**src/rtl/sysmon_pkg.sv**
```systemverilog
// Shared definitions for the system monitor UART link (RX dispatcher and TX arbiter).
//   SYSMON_SYNC   : frame start byte
//   SYSMON_ADDR_W : width of the channel address field (also used for tx_address)
//   sysmon_rx_state_e : RX frame parser states
package sysmon_pkg;

    localparam logic [7:0] SYSMON_SYNC   = 8'hA5;
    localparam int         SYSMON_ADDR_W = 7;

    typedef enum logic [1:0] {
        S_IDLE,
        S_ADDR,
        S_DATA,
        S_CHK
    } sysmon_rx_state_e;

    // Saturating 8-bit increment used by the error counter.
    function automatic logic [7:0] sat_inc8(input logic [7:0] v);
        return (v == 8'hFF) ? v : v + 8'd1;
    endfunction

endpackage

```
**src/rtl/sysmon_rx_timeout.sv**
```systemverilog
// Inter-byte timeout for the RX frame parser.
// Loadable down-counter: reloads to TIMEOUT_CYC-1 on kick or while disabled,
// counts down while enabled, and flags expire in the cycle it sits at zero
// with no kick. Expire at zero equals an up-count reaching TIMEOUT_CYC-1.
// Ports:
//   clk, reset_n : clock, async active-low reset
//   enable       : parser is inside a frame
//   kick         : a byte arrived this cycle (suppresses expire)
//   expire       : frame must be aborted on this edge
module sysmon_rx_timeout #(
    parameter  int TIMEOUT_CYC = 50000,
    localparam int CW          = (TIMEOUT_CYC > 1) ? $clog2(TIMEOUT_CYC) : 1
) (
    input  logic clk,
    input  logic reset_n,
    input  logic enable,
    input  logic kick,
    output logic expire
);

    localparam logic [CW-1:0] LOAD = CW'(TIMEOUT_CYC - 1);

    logic [CW-1:0] r_cnt;

    // "Cleared" in down-counter terms means sitting at the reload value.
    always_ff @(posedge clk or negedge reset_n) begin
        if (!reset_n)
            r_cnt <= LOAD;
        else if (kick || !enable || (r_cnt == '0))
            r_cnt <= LOAD;
        else
            r_cnt <= r_cnt - 1'b1;
    end

    assign expire = enable && !kick && (r_cnt == '0);

endmodule

```
**src/rtl/system_monitor_rx_dispatcher.sv**
```systemverilog
// System monitor RX dispatcher: parses SYNC/ADDR/payload[/CHK] frames from the
// UART byte stream and commits each valid frame as a one-cycle channel write
// plus an ack carrying the address.
// Optional feature macro: SYSMON_RX_CHECKSUM_EN (adds the XOR checksum byte).
// Ports:
//   clk, reset_n          : clock, async active-low reset
//   rx_data, rx_valid     : received byte strobe (no backpressure)
//   ch_wr, ch_wr_channel, ch_wr_data : channel register write (data/channel held)
//   ack_valid, ack_addr   : commit ack, coincident with ch_wr
//   busy                  : parser is inside a frame
//   err_count             : saturating count of rejected/aborted frames
module system_monitor_rx_dispatcher
    import sysmon_pkg::*;
#(
    parameter  int NUM_CH      = 8,
    parameter  int DATA_W      = 32,
    parameter  int TIMEOUT_CYC = 50000,
    localparam int CH_W        = (NUM_CH > 1) ? $clog2(NUM_CH) : 1
) (
    input  logic                     clk,
    input  logic                     reset_n,
    input  logic [7:0]               rx_data,
    input  logic                     rx_valid,
    output logic                     ch_wr,
    output logic [CH_W-1:0]          ch_wr_channel,
    output logic [DATA_W-1:0]        ch_wr_data,
    output logic                     ack_valid,
    output logic [SYSMON_ADDR_W-1:0] ack_addr,
    output logic                     busy,
    output logic [7:0]               err_count
);

    localparam int NBYTES = DATA_W / 8;
    localparam int IDX_W  = (NBYTES > 1) ? $clog2(NBYTES) : 1;

    sysmon_rx_state_e         r_state;
    logic                     r_busy;
    logic                     r_wr;
    logic [IDX_W-1:0]         r_idx;
    logic [SYSMON_ADDR_W-1:0] r_addr;
    logic [DATA_W-1:0]        r_asm;
    logic [CH_W-1:0]          r_ch;
    logic [DATA_W-1:0]        r_data;
    logic [SYSMON_ADDR_W-1:0] r_ack_addr;
    logic [7:0]               r_err;
`ifdef SYSMON_RX_CHECKSUM_EN
    logic [7:0]               r_xor;
`endif

    logic              w_expire;
    logic              w_addr_bad;
    logic              w_last;
    logic [DATA_W-1:0] w_asm;

    sysmon_rx_timeout #(.TIMEOUT_CYC(TIMEOUT_CYC)) u_timeout (
        .clk     (clk),
        .reset_n (reset_n),
        .enable  (r_busy),
        .kick    (rx_valid),
        .expire  (w_expire)
    );

    // Bit 7 set or an address past the last channel (covers non-power-of-2 NUM_CH).
    assign w_addr_bad = rx_data[7] || (32'(rx_data[6:0]) >= 32'(NUM_CH));
    assign w_last     = (32'(r_idx) == NBYTES - 1);

    // Assembly register with the current byte merged in, so a commit on the
    // last payload byte already carries that byte.
    always_comb begin
        w_asm = r_asm;
        w_asm[{r_idx, 3'b000} +: 8] = rx_data;
    end

    always_ff @(posedge clk or negedge reset_n) begin
        if (!reset_n) begin
            r_state    <= S_IDLE;
            r_busy     <= 1'b0;
            r_wr       <= 1'b0;
            r_idx      <= '0;
            r_addr     <= '0;
            r_asm      <= '0;
            r_ch       <= '0;
            r_data     <= '0;
            r_ack_addr <= '0;
            r_err      <= '0;
`ifdef SYSMON_RX_CHECKSUM_EN
            r_xor      <= '0;
`endif
        end else begin
            r_wr <= 1'b0;
            // A byte in the expiry cycle wins: the timeout module masks expire on kick.
            if (rx_valid) begin
                case (r_state)
                    S_IDLE: begin
                        if (rx_data == SYSMON_SYNC) begin
                            r_state <= S_ADDR;
                            r_busy  <= 1'b1;
                        end
                    end
                    S_ADDR: begin
                        if (w_addr_bad) begin
                            r_err   <= sat_inc8(r_err);
                            r_state <= S_IDLE;
                            r_busy  <= 1'b0;
                        end else begin
                            r_addr  <= rx_data[SYSMON_ADDR_W-1:0];
                            r_idx   <= '0;
`ifdef SYSMON_RX_CHECKSUM_EN
                            r_xor   <= rx_data;
`endif
                            r_state <= S_DATA;
                        end
                    end
                    S_DATA: begin
                        // 0xA5 here is plain payload; no resync.
                        r_asm <= w_asm;
                        r_idx <= r_idx + 1'b1;
`ifdef SYSMON_RX_CHECKSUM_EN
                        r_xor <= r_xor ^ rx_data;
                        if (w_last)
                            r_state <= S_CHK;
`else
                        if (w_last) begin
                            r_wr       <= 1'b1;
                            r_ch       <= r_addr[CH_W-1:0];
                            r_data     <= w_asm;
                            r_ack_addr <= r_addr;
                            r_state    <= S_IDLE;
                            r_busy     <= 1'b0;
                        end
`endif
                    end
`ifdef SYSMON_RX_CHECKSUM_EN
                    S_CHK: begin
                        if (rx_data == r_xor) begin
                            r_wr       <= 1'b1;
                            r_ch       <= r_addr[CH_W-1:0];
                            r_data     <= r_asm;
                            r_ack_addr <= r_addr;
                        end else begin
                            r_err      <= sat_inc8(r_err);
                        end
                        r_state <= S_IDLE;
                        r_busy  <= 1'b0;
                    end
`endif
                    default: begin
                        r_state <= S_IDLE;
                        r_busy  <= 1'b0;
                    end
                endcase
            end else if (w_expire) begin
                r_err   <= sat_inc8(r_err);
                r_state <= S_IDLE;
                r_busy  <= 1'b0;
            end
        end
    end

    assign ch_wr         = r_wr;
    assign ack_valid     = r_wr;
    assign ch_wr_channel = r_ch;
    assign ch_wr_data    = r_data;
    assign ack_addr      = r_ack_addr;
    assign busy          = r_busy;
    assign err_count     = r_err;

endmodule

```
**config.mk**
```make
export PLATFORM = sky130hd
export DESIGN_NAME = system_monitor_rx_dispatcher
export DESIGN_NICKNAME = d
export VERILOG_FILES = /design/src/rtl/sysmon_pkg.sv /design/src/rtl/sysmon_rx_timeout.sv /design/src/rtl/system_monitor_rx_dispatcher.sv
export SDC_FILE = /design/constraint.sdc
export NUM_CORES = 1
export LEC_CHECK = 0
export CAP_MARGIN = 25
export CORE_MARGIN = 5
export CORE_UTILIZATION = 55
export CTS_BUF_LIST = sky130_fd_sc_hd__clkbuf_16
export DETAILED_ROUTE_END_ITERATION = 8
export PLACE_DENSITY = 0.8
export SLEW_MARGIN = 10
export SYNTH_ARGS = -nofsm -noshare
export SYNTH_HDL_FRONTEND = slang
export SYNTH_SLANG_ARGS = --single-unit
export TNS_END_PERCENT = 10
```
**constraint.sdc**
```tcl
create_clock -name clk -period 2.75 [get_ports clk]
set_input_delay 0.6875 -clock clk [delete_from_list [all_inputs] [get_ports clk]]
set_output_delay 0.6875 -clock clk [all_outputs]
set_load 0.02 [all_outputs]
```
# After elaboration in Yosys (flattened, before gate mapping)

Index checks and enable logic that the tools add are counted.

Register bits after elaboration: 111
Bits in latches: 0
RAM bits: 0
ROM bits: 0
Bits of input ports: 11
Output and inout port bits: 53
Memories kept: 0

Add/sub/neg operators: 4
Multiply operators: 0
Div/mod/pow operators: 0
Magnitude comparators: 1
Equality and inequality tests: 11
Shift-type cells: 2
Multiplexer cells: 24
Bitwise logic cells: 1
Reduce and logical (&&, ||, !) cells: 18

Operator list:

| kind                   | count |
|---|---|
| $mux 8                 | 5 |
| $bwmux 32              | 1 |
| $shift 8x7->32 const A | 1 |
| $shiftx 8x7->32        | 1 |
| $eq 8x8->1 const B     | 2 |
| $logic_not 16->1       | 1 |
| $mux 16                | 1 |
| $sub 16x1->16 const B  | 1 |
| $reduce_and 3->1       | 5 |
| $mux 2                 | 6 |
| $ne 3x3->1 const B     | 3 |
| $add 8x1->8 const B    | 1 |
| $mux 1                 | 8 |
| $ge 7x4->1 const B     | 1 |
| $neg 5->7              | 1 |
| $pmux 2 s3             | 1 |
| $eq 2x2->1 const B     | 2 |
| $ne 2x1->1 const B     | 2 |
| $pmux 2 s2             | 1 |
| $reduce_and 4->1       | 1 |
| $reduce_bool 2->1      | 2 |
| $logic_or 1x1->1       | 3 |
| $pmux 1 s3             | 1 |
| $add 2x1->2 const B    | 1 |
| other kinds (7)        | 9 |

# Longest topological paths before layout

Depth in word-level cells: 5
Mapped depth: 7
Depth with buffers taken out: 7

# Cells and area by module

Synthesis repeated with hierarchy kept, for this count alone.

Cells, all modules: 448
Area, all modules: 4918.5 µm²

Modules (own cells, without submodules):

| module                       | instances | cells each | area an instance (µm²) | seq. area each (µm²) |
|---|---|---|---|---|
| system_monitor_rx_dispatcher | 1         | 367        | 4076.4                 | 2302.2 |
| sysmon_rx_timeout            | 1         | 81         | 842.1                  | 411.6 |

# Least setup slack after synthesis

Ideal clock, no wire load.

Kind: input -> register
Start point: input port rx_data[4]
End point: register r_err[7] (netlist: err_count[7])
Setup time: 0.128 ns
Arrival time: 2.049 ns
Required time: 2.622 ns
Setup slack: 0.574 ns
Stages on the path: 6
Path through: buf_2 or3_4 o31ai_4 a21bo_1 nand4_1 mux2_1

Longest elaborated chain between the ends: 4

RTL lines:

| item                              | line                                | text |
|---|---|---|
| start, declared                   | system_monitor_rx_dispatcher.sv:22  | `input logic [7:0] rx_data,` |
| $ge 7x4->1                        | system_monitor_rx_dispatcher.sv:64  | `assign w_addr_bad = rx_data[7] \|\| (32'(rx_data[6:0]) >= 32'(NUM_CH));` |
| $logic_or 1x1->1                  | system_monitor_rx_dispatcher.sv:64  |  |
| $ne 2x1->1 (no source line)       | --                                  |  |
| $reduce_and 3->1 (no source line) | --                                  |  |
| end signal, assigned              | system_monitor_rx_dispatcher.sv:102 | `r_err <= sat_inc8(r_err);` |
| end signal, assigned              | system_monitor_rx_dispatcher.sv:153 | `r_err <= sat_inc8(r_err);` |
| end, declared                     | system_monitor_rx_dispatcher.sv:45  | `logic [7:0] r_err;` |

Every way passes these cells.
A chain may end at the register's enable or synchronous reset.

# Final worst setup path

Start point: register r_idx[0]
End point: register r_asm[21]

Longest elaborated chain between the ends: 3
Elaborated cells on any way between the ends: 4
Classes of those cells: add/sub (1); shift (2); mux (1)

RTL lines:

| item                                              | line                                | text |
|---|---|---|
| start, declared                                   | system_monitor_rx_dispatcher.sv:39  | `logic [IDX_W-1:0] r_idx;` |
| start signal, assigned                            | system_monitor_rx_dispatcher.sv:117 | `r_idx <= r_idx + 1'b1;` |
| $neg 5->7 *                                       | system_monitor_rx_dispatcher.sv:71  | `w_asm[{r_idx, 3'b000} +: 8] = rx_data;` |
| $shiftx 8x7->32 or $shift 8x7->32 (tied branches) | system_monitor_rx_dispatcher.sv:71  |  |
| $bwmux 32 *                                       | system_monitor_rx_dispatcher.sv:71  |  |
| end signal, assigned                              | system_monitor_rx_dispatcher.sv:116 | `r_asm <= w_asm;` |
| end, declared                                     | system_monitor_rx_dispatcher.sv:41  | `logic [DATA_W-1:0] r_asm;` |

Mark *: on every way between the ends. The rest lies on a longest branch, timed or not.

==> metrics.txt <==
# TYPE chip_impl_metric gauge
chip_impl_info{name="status",value="finished clean"} 1
chip_impl_metric{name="place.port_buffers",unit=""} 63
chip_impl_metric{name="final_worst_slack",unit="ps"} 513
chip_impl_metric{name="yosys_warnings",unit=""} 0
chip_impl_metric{name="die-area",unit="mm^2"} 0.0108
chip_impl_metric{name="count_of_mapped_cells_out_of_synthesis",unit=""} 447
chip_impl_metric{name="dp_worst_setup_slack",unit="ps"} 191
chip_impl_info{name="startpoint",value="r_idx[0]"} 1
chip_impl_metric{name="cts_buffers",unit=""} 9
chip_impl_metric{name="fin_crit_sh",unit="%"} 81.3
chip_impl_metric{name="cts_buffer_depth",unit=""} 2
chip_impl_metric{name="worst_ep_arrival_time",unit="ps"} 2500
chip_impl_metric{name="sequentialPowerShare",unit="%"} 47.0
chip_impl_metric{name="grt_overflow_total",unit=""} 0
chip_impl_metric{name="timing_hold_violations_final",unit=""} 0
chip_impl_metric{name="design.portCount",unit=""} 64
chip_impl_metric{name="fmax",unit="GHz"} 0.447
chip_impl_info{name="rsz0062_at_grt",value="false"} 1
chip_impl_info{name="cpLargestDelayFamily",value="simple AND/OR/NAND/NOR gates"} 1
chip_impl_metric{name="clock_insertion_delay_worst_skew",unit="ps"} 330
chip_impl_info{name="reg2reg_from",value="r_idx[0]"} 1
chip_impl_metric{name="floorplan.core_area",unit="mm^2"} 0.00864
chip_impl_metric{name="placement_rows",unit=""} 34
chip_impl_metric{name="dr.pass1.iters",unit=""} 4
chip_impl_metric{name="netSwitchingPower",unit="mW"} 1.02
chip_impl_metric{name="power.clock.fraction",unit="%"} 34.9
chip_impl_info{name="cp_launch_type",value="flip-flop"} 1
chip_impl_metric{name="htree_num_levels",unit=""} 3
chip_impl_metric{name="post-cts-setup-buffers",unit=""} 0
chip_impl_metric{name="fin_tns_setup",unit="ps"} 0
chip_impl_metric{name="final_nets",unit=""} 532
chip_impl_metric{name="first_global_vias",unit=""} 3702
chip_impl_metric{name="cp_max_fo",unit=""} 10
chip_impl_info{name="tritoncts",value="yes"} 1
chip_impl_metric{name="drt_first_iter_violations",unit=""} 152
chip_impl_metric{name="vias",unit=""} 3584
chip_impl_metric{name="gpl.final_weighted_congestion",unit=""} 0.881
chip_impl_metric{name="globalRouteTotalUtil",unit="%"} 20.1
chip_impl_metric{name="number_of_setup_violations_in_the_final_report",unit=""} 0
chip_impl_metric{name="timing.reg2reg.worst_path_depth",unit=""} 6
chip_impl_metric{name="ys_ff_latch",unit=""} 108
chip_impl_metric{name="switching_share",unit="%"} 26.8
chip_impl_metric{name="synth.yosys.seq_area_share",unit="%"} 56.0
chip_impl_info{name="critPathCaptureType",value="flip-flop"} 1
chip_impl_metric{name="share_comb_of_total_power",unit="%"} 18.1
chip_impl_metric{name="syn_to_final_growth",unit="%"} 22.7
chip_impl_metric{name="syn_area_per_cell",unit="um^2"} 10.8
chip_impl_info{name="min-delay-path-class",value="primary input to asynchronous set/reset pin"} 1
chip_impl_metric{name="worstPathBufferInverterCount",unit=""} 2
chip_impl_metric{name="clk_pin_slew",unit="ps"} 70
chip_impl_metric{name="largest_net_degree_at_the_start_of_global_routing",unit=""} 51
chip_impl_info{name="mostFrequentLayoutCells",value="sky130_fd_sc_hd__dfrtp_1, sky130_fd_sc_hd__clkdlybuf4s50_1, sky130_fd_sc_hd__nand2_1"} 1
chip_impl_metric{name="chipWidth",unit="um"} 104
chip_impl_metric{name="power_density",unit="mW/mm^2"} 638
chip_impl_metric{name="routedWlPerCell",unit="um"} 16.8
chip_impl_info{name="criticalPathCategory",value="flip-flop to flip-flop"} 1
chip_impl_metric{name="crit_path_depth",unit=""} 6
chip_impl_metric{name="clock_sink_count",unit=""} 108
chip_impl_metric{name="cts_hold_buf",unit=""} 0
chip_impl_info{name="crit_slowest_cell",value="sky130_fd_sc_hd__dfrtp_1"} 1
chip_impl_metric{name="power.internal",unit="mW"} 2.78
chip_impl_metric{name="p_leak",unit="nW"} 2.65
chip_impl_metric{name="period_minus_slack",unit="ps"} 2240
chip_impl_metric{name="post_cts_resized",unit=""} 0
chip_impl_metric{name="synth_enable_flop_cells",unit=""} 0
chip_impl_metric{name="remaining_drc_errors",unit=""} 0
chip_impl_metric{name="finalMaxSlewViolations",unit=""} 0
chip_impl_metric{name="first_pass_grt_wire_length",unit="mm"} 18.0
chip_impl_metric{name="fp.dieH",unit="um"} 104
chip_impl_metric{name="finalWirelength",unit="mm"} 10.5
chip_impl_metric{name="relSlewSlack",unit="%"} 67.2
chip_impl_metric{name="worst-r2r-setup-slack",unit="ps"} 510
chip_impl_metric{name="fin_worst_skew",unit="ps"} 7.78
chip_impl_metric{name="timing_worst_slew_pin_value",unit="ps"} 487
chip_impl_metric{name="antenna_left",unit=""} 0
chip_impl_metric{name="detail_route.vias_per_cell",unit=""} 5.73
chip_impl_metric{name="synth-async-reset-ratio",unit="%"} 100
chip_impl_metric{name="place.detailed.hpwl",unit="mm"} 7.25
chip_impl_metric{name="critical-path-max-stage-delay",unit="ps"} 480
chip_impl_metric{name="fin_total_pwr",unit="mW"} 3.79
chip_impl_metric{name="critical_path_data_required_time",unit="ps"} 3020
chip_impl_info{name="path_cells",value="inv_1 -> ha_1 -> nor4bb_1 -> buf_4 -> and2_1 -> a22o_1"} 1
chip_impl_info{name="synth-main-ff-cell",value="sky130_fd_sc_hd__dfrtp_1"} 1
chip_impl_info{name="most_common_cell_after_layout_fill_and_taps_aside",value="sky130_fd_sc_hd__dfrtp_1"} 1
chip_impl_metric{name="initial_antenna_violation_count",unit=""} 0
chip_impl_metric{name="synthesis.nets",unit=""} 467
chip_impl_metric{name="synth.distinct_cells",unit=""} 49
chip_impl_metric{name="max_capacitance_violation_total",unit=""} 0
chip_impl_metric{name="antenna_cells",unit=""} 0
chip_impl_info{name="root_buffer",value="sky130_fd_sc_hd__clkbuf_16"} 1
chip_impl_metric{name="final_layout_size_suffix_gt1_share",unit="%"} 12.2
chip_impl_metric{name="syn-cell-area",unit="mm^2"} 0.00485
chip_impl_metric{name="maximum_vdd_ir_drop",unit="V"} 0.000386
chip_impl_metric{name="starting_density_of_the_core",unit="%"} 56.1
==> power by group through the flow <==
stage	registers [mW]	logic, mW	clock network [mW]
5_1_grt	1.80	0.758	1.42
6_report	1.78	0.686	1.32
4_1_cts	1.78	0.690	1.35
3_5_place_dp	1.81	0.682	0
3_3_place_gp	1.80	0.671	0
2_1_floorplan	1.83	0.403	0
==> path summary, 6_finish.rpt <==
path	endpoint
max	r_asm[21]
min	ch_wr_data[8]
max reg2reg	r_asm[21]
min reg2reg	u_timeout.r_cnt[0]
max in group asynchronous	u_timeout.r_cnt[0]
min in group clk	u_timeout.r_cnt[0]
==> cell usage after synthesis, types with 3 or more instances <==
| cell type | n | area, um^2 |
|---|---|---|
| sky130_fd_sc_hd__xnor2_1 | 11 | 96.3 |
| sky130_fd_sc_hd__nor3_2 | 3 | 30.0 |
| sky130_fd_sc_hd__clkbuf_1 | 13 | 48.8 |
| sky130_fd_sc_hd__and3_1 | 4 | 25.0 |
| sky130_fd_sc_hd__a21oi_1 | 35 | 175 |
| sky130_fd_sc_hd__o21ai_0 | 39 | 195 |
| sky130_fd_sc_hd__or3_1 | 3 | 18.8 |
| sky130_fd_sc_hd__xor2_1 | 4 | 35.0 |
| sky130_fd_sc_hd__buf_4 | 4 | 30.0 |
| sky130_fd_sc_hd__and2_1 | 9 | 56.3 |
| sky130_fd_sc_hd__nor4_1 | 3 | 18.8 |
| sky130_fd_sc_hd__nand4_1 | 8 | 50.1 |
| sky130_fd_sc_hd__mux2_2 | 11 | 124 |
| sky130_fd_sc_hd__dfrtp_1 | 99 | 2480 |
| sky130_fd_sc_hd__inv_1 | 6 | 22.5 |
| sky130_fd_sc_hd__nor2_1 | 10 | 37.5 |
| sky130_fd_sc_hd__buf_2 | 7 | 35.0 |
| sky130_fd_sc_hd__ha_1 | 9 | 113 |
| sky130_fd_sc_hd__nor3_1 | 3 | 15.0 |
| sky130_fd_sc_hd__dfstp_2 | 9 | 236 |
| sky130_fd_sc_hd__nand3_1 | 7 | 35.0 |
| sky130_fd_sc_hd__a22o_1 | 32 | 280 |
| sky130_fd_sc_hd__nand2_1 | 57 | 214 |
| sky130_fd_sc_hd__nor2b_1 | 34 | 213 |
==> final cells by class <==
| type | count | area, um^2 |
|---|---|---|
| Sequential cell | 108 | 2710 |
| Tap cell | 108 | 135 |
| Inverter | 6 | 22.5 |
| Fill cell | 616 | 2690 |
| Multi-Input combinational cell | 307 | 1980 |
| Timing Repair Buffer | 80 | 781 |
| Clock buffer | 9 | 225 |
| Clock inverter | 7 | 83.8 |
==> worst register-to-register path, cell delays in order (launching register included) <==
cell and delay (ps):
sky130_fd_sc_hd__dfrtp_1 480, sky130_fd_sc_hd__inv_1 230, sky130_fd_sc_hd__ha_1 410, sky130_fd_sc_hd__nor4bb_1 340, sky130_fd_sc_hd__buf_4 210, sky130_fd_sc_hd__and2_1 310, sky130_fd_sc_hd__a22o_1 200
==> state kept, by name, summed over array words and instances, names as in the netlist <==
register	count
ch_wr_data	32
busy	1
ack_valid	1
ack_addr	5
r_asm	32
r_idx	2
err_count	8
u_timeout.r_cnt	16
r_addr	7
r_state	2
ch_wr_channel	2
==> metrics by stage <==
stage	hold slack [ps]	utilization, %	instance area (um^2)	cells
global placement	438	65.3	5640	609
CTS	311	68.8	5950	625
floorplan	392	-	4850	447
detailed placement	440	65.3	5640	609
finish	312	68.8	5950	625
global route	340	68.8	5950	625
==> routing by layer <==
metal  wire length, um  part of all wire [%]  global-route usage [%]  vias up
li1                  -                     -                       -     1686
met1              4610                    44                    27.2     1794
met2              5220                    50                    31.7       88
met3               460                   4.4                    3.29       16
met4               234                   2.2                    9.71        0
met5                 0                     0                       0        -
==> cell families (layout without fill, tap and decap cells) <==
logic type      after synthesis  in the layout  synth area share (%)
xor+xnor                     15             15                  2.71
fa+ha+maj                     9              9                  2.32
buf+inv                      32            102                  3.12
simple gates                156            156                  17.7
compound gates              114            114                  15.2
flops                       108            108                  56.0
mux                          13             13                  3.02
(Power assumes the default switching activity.)
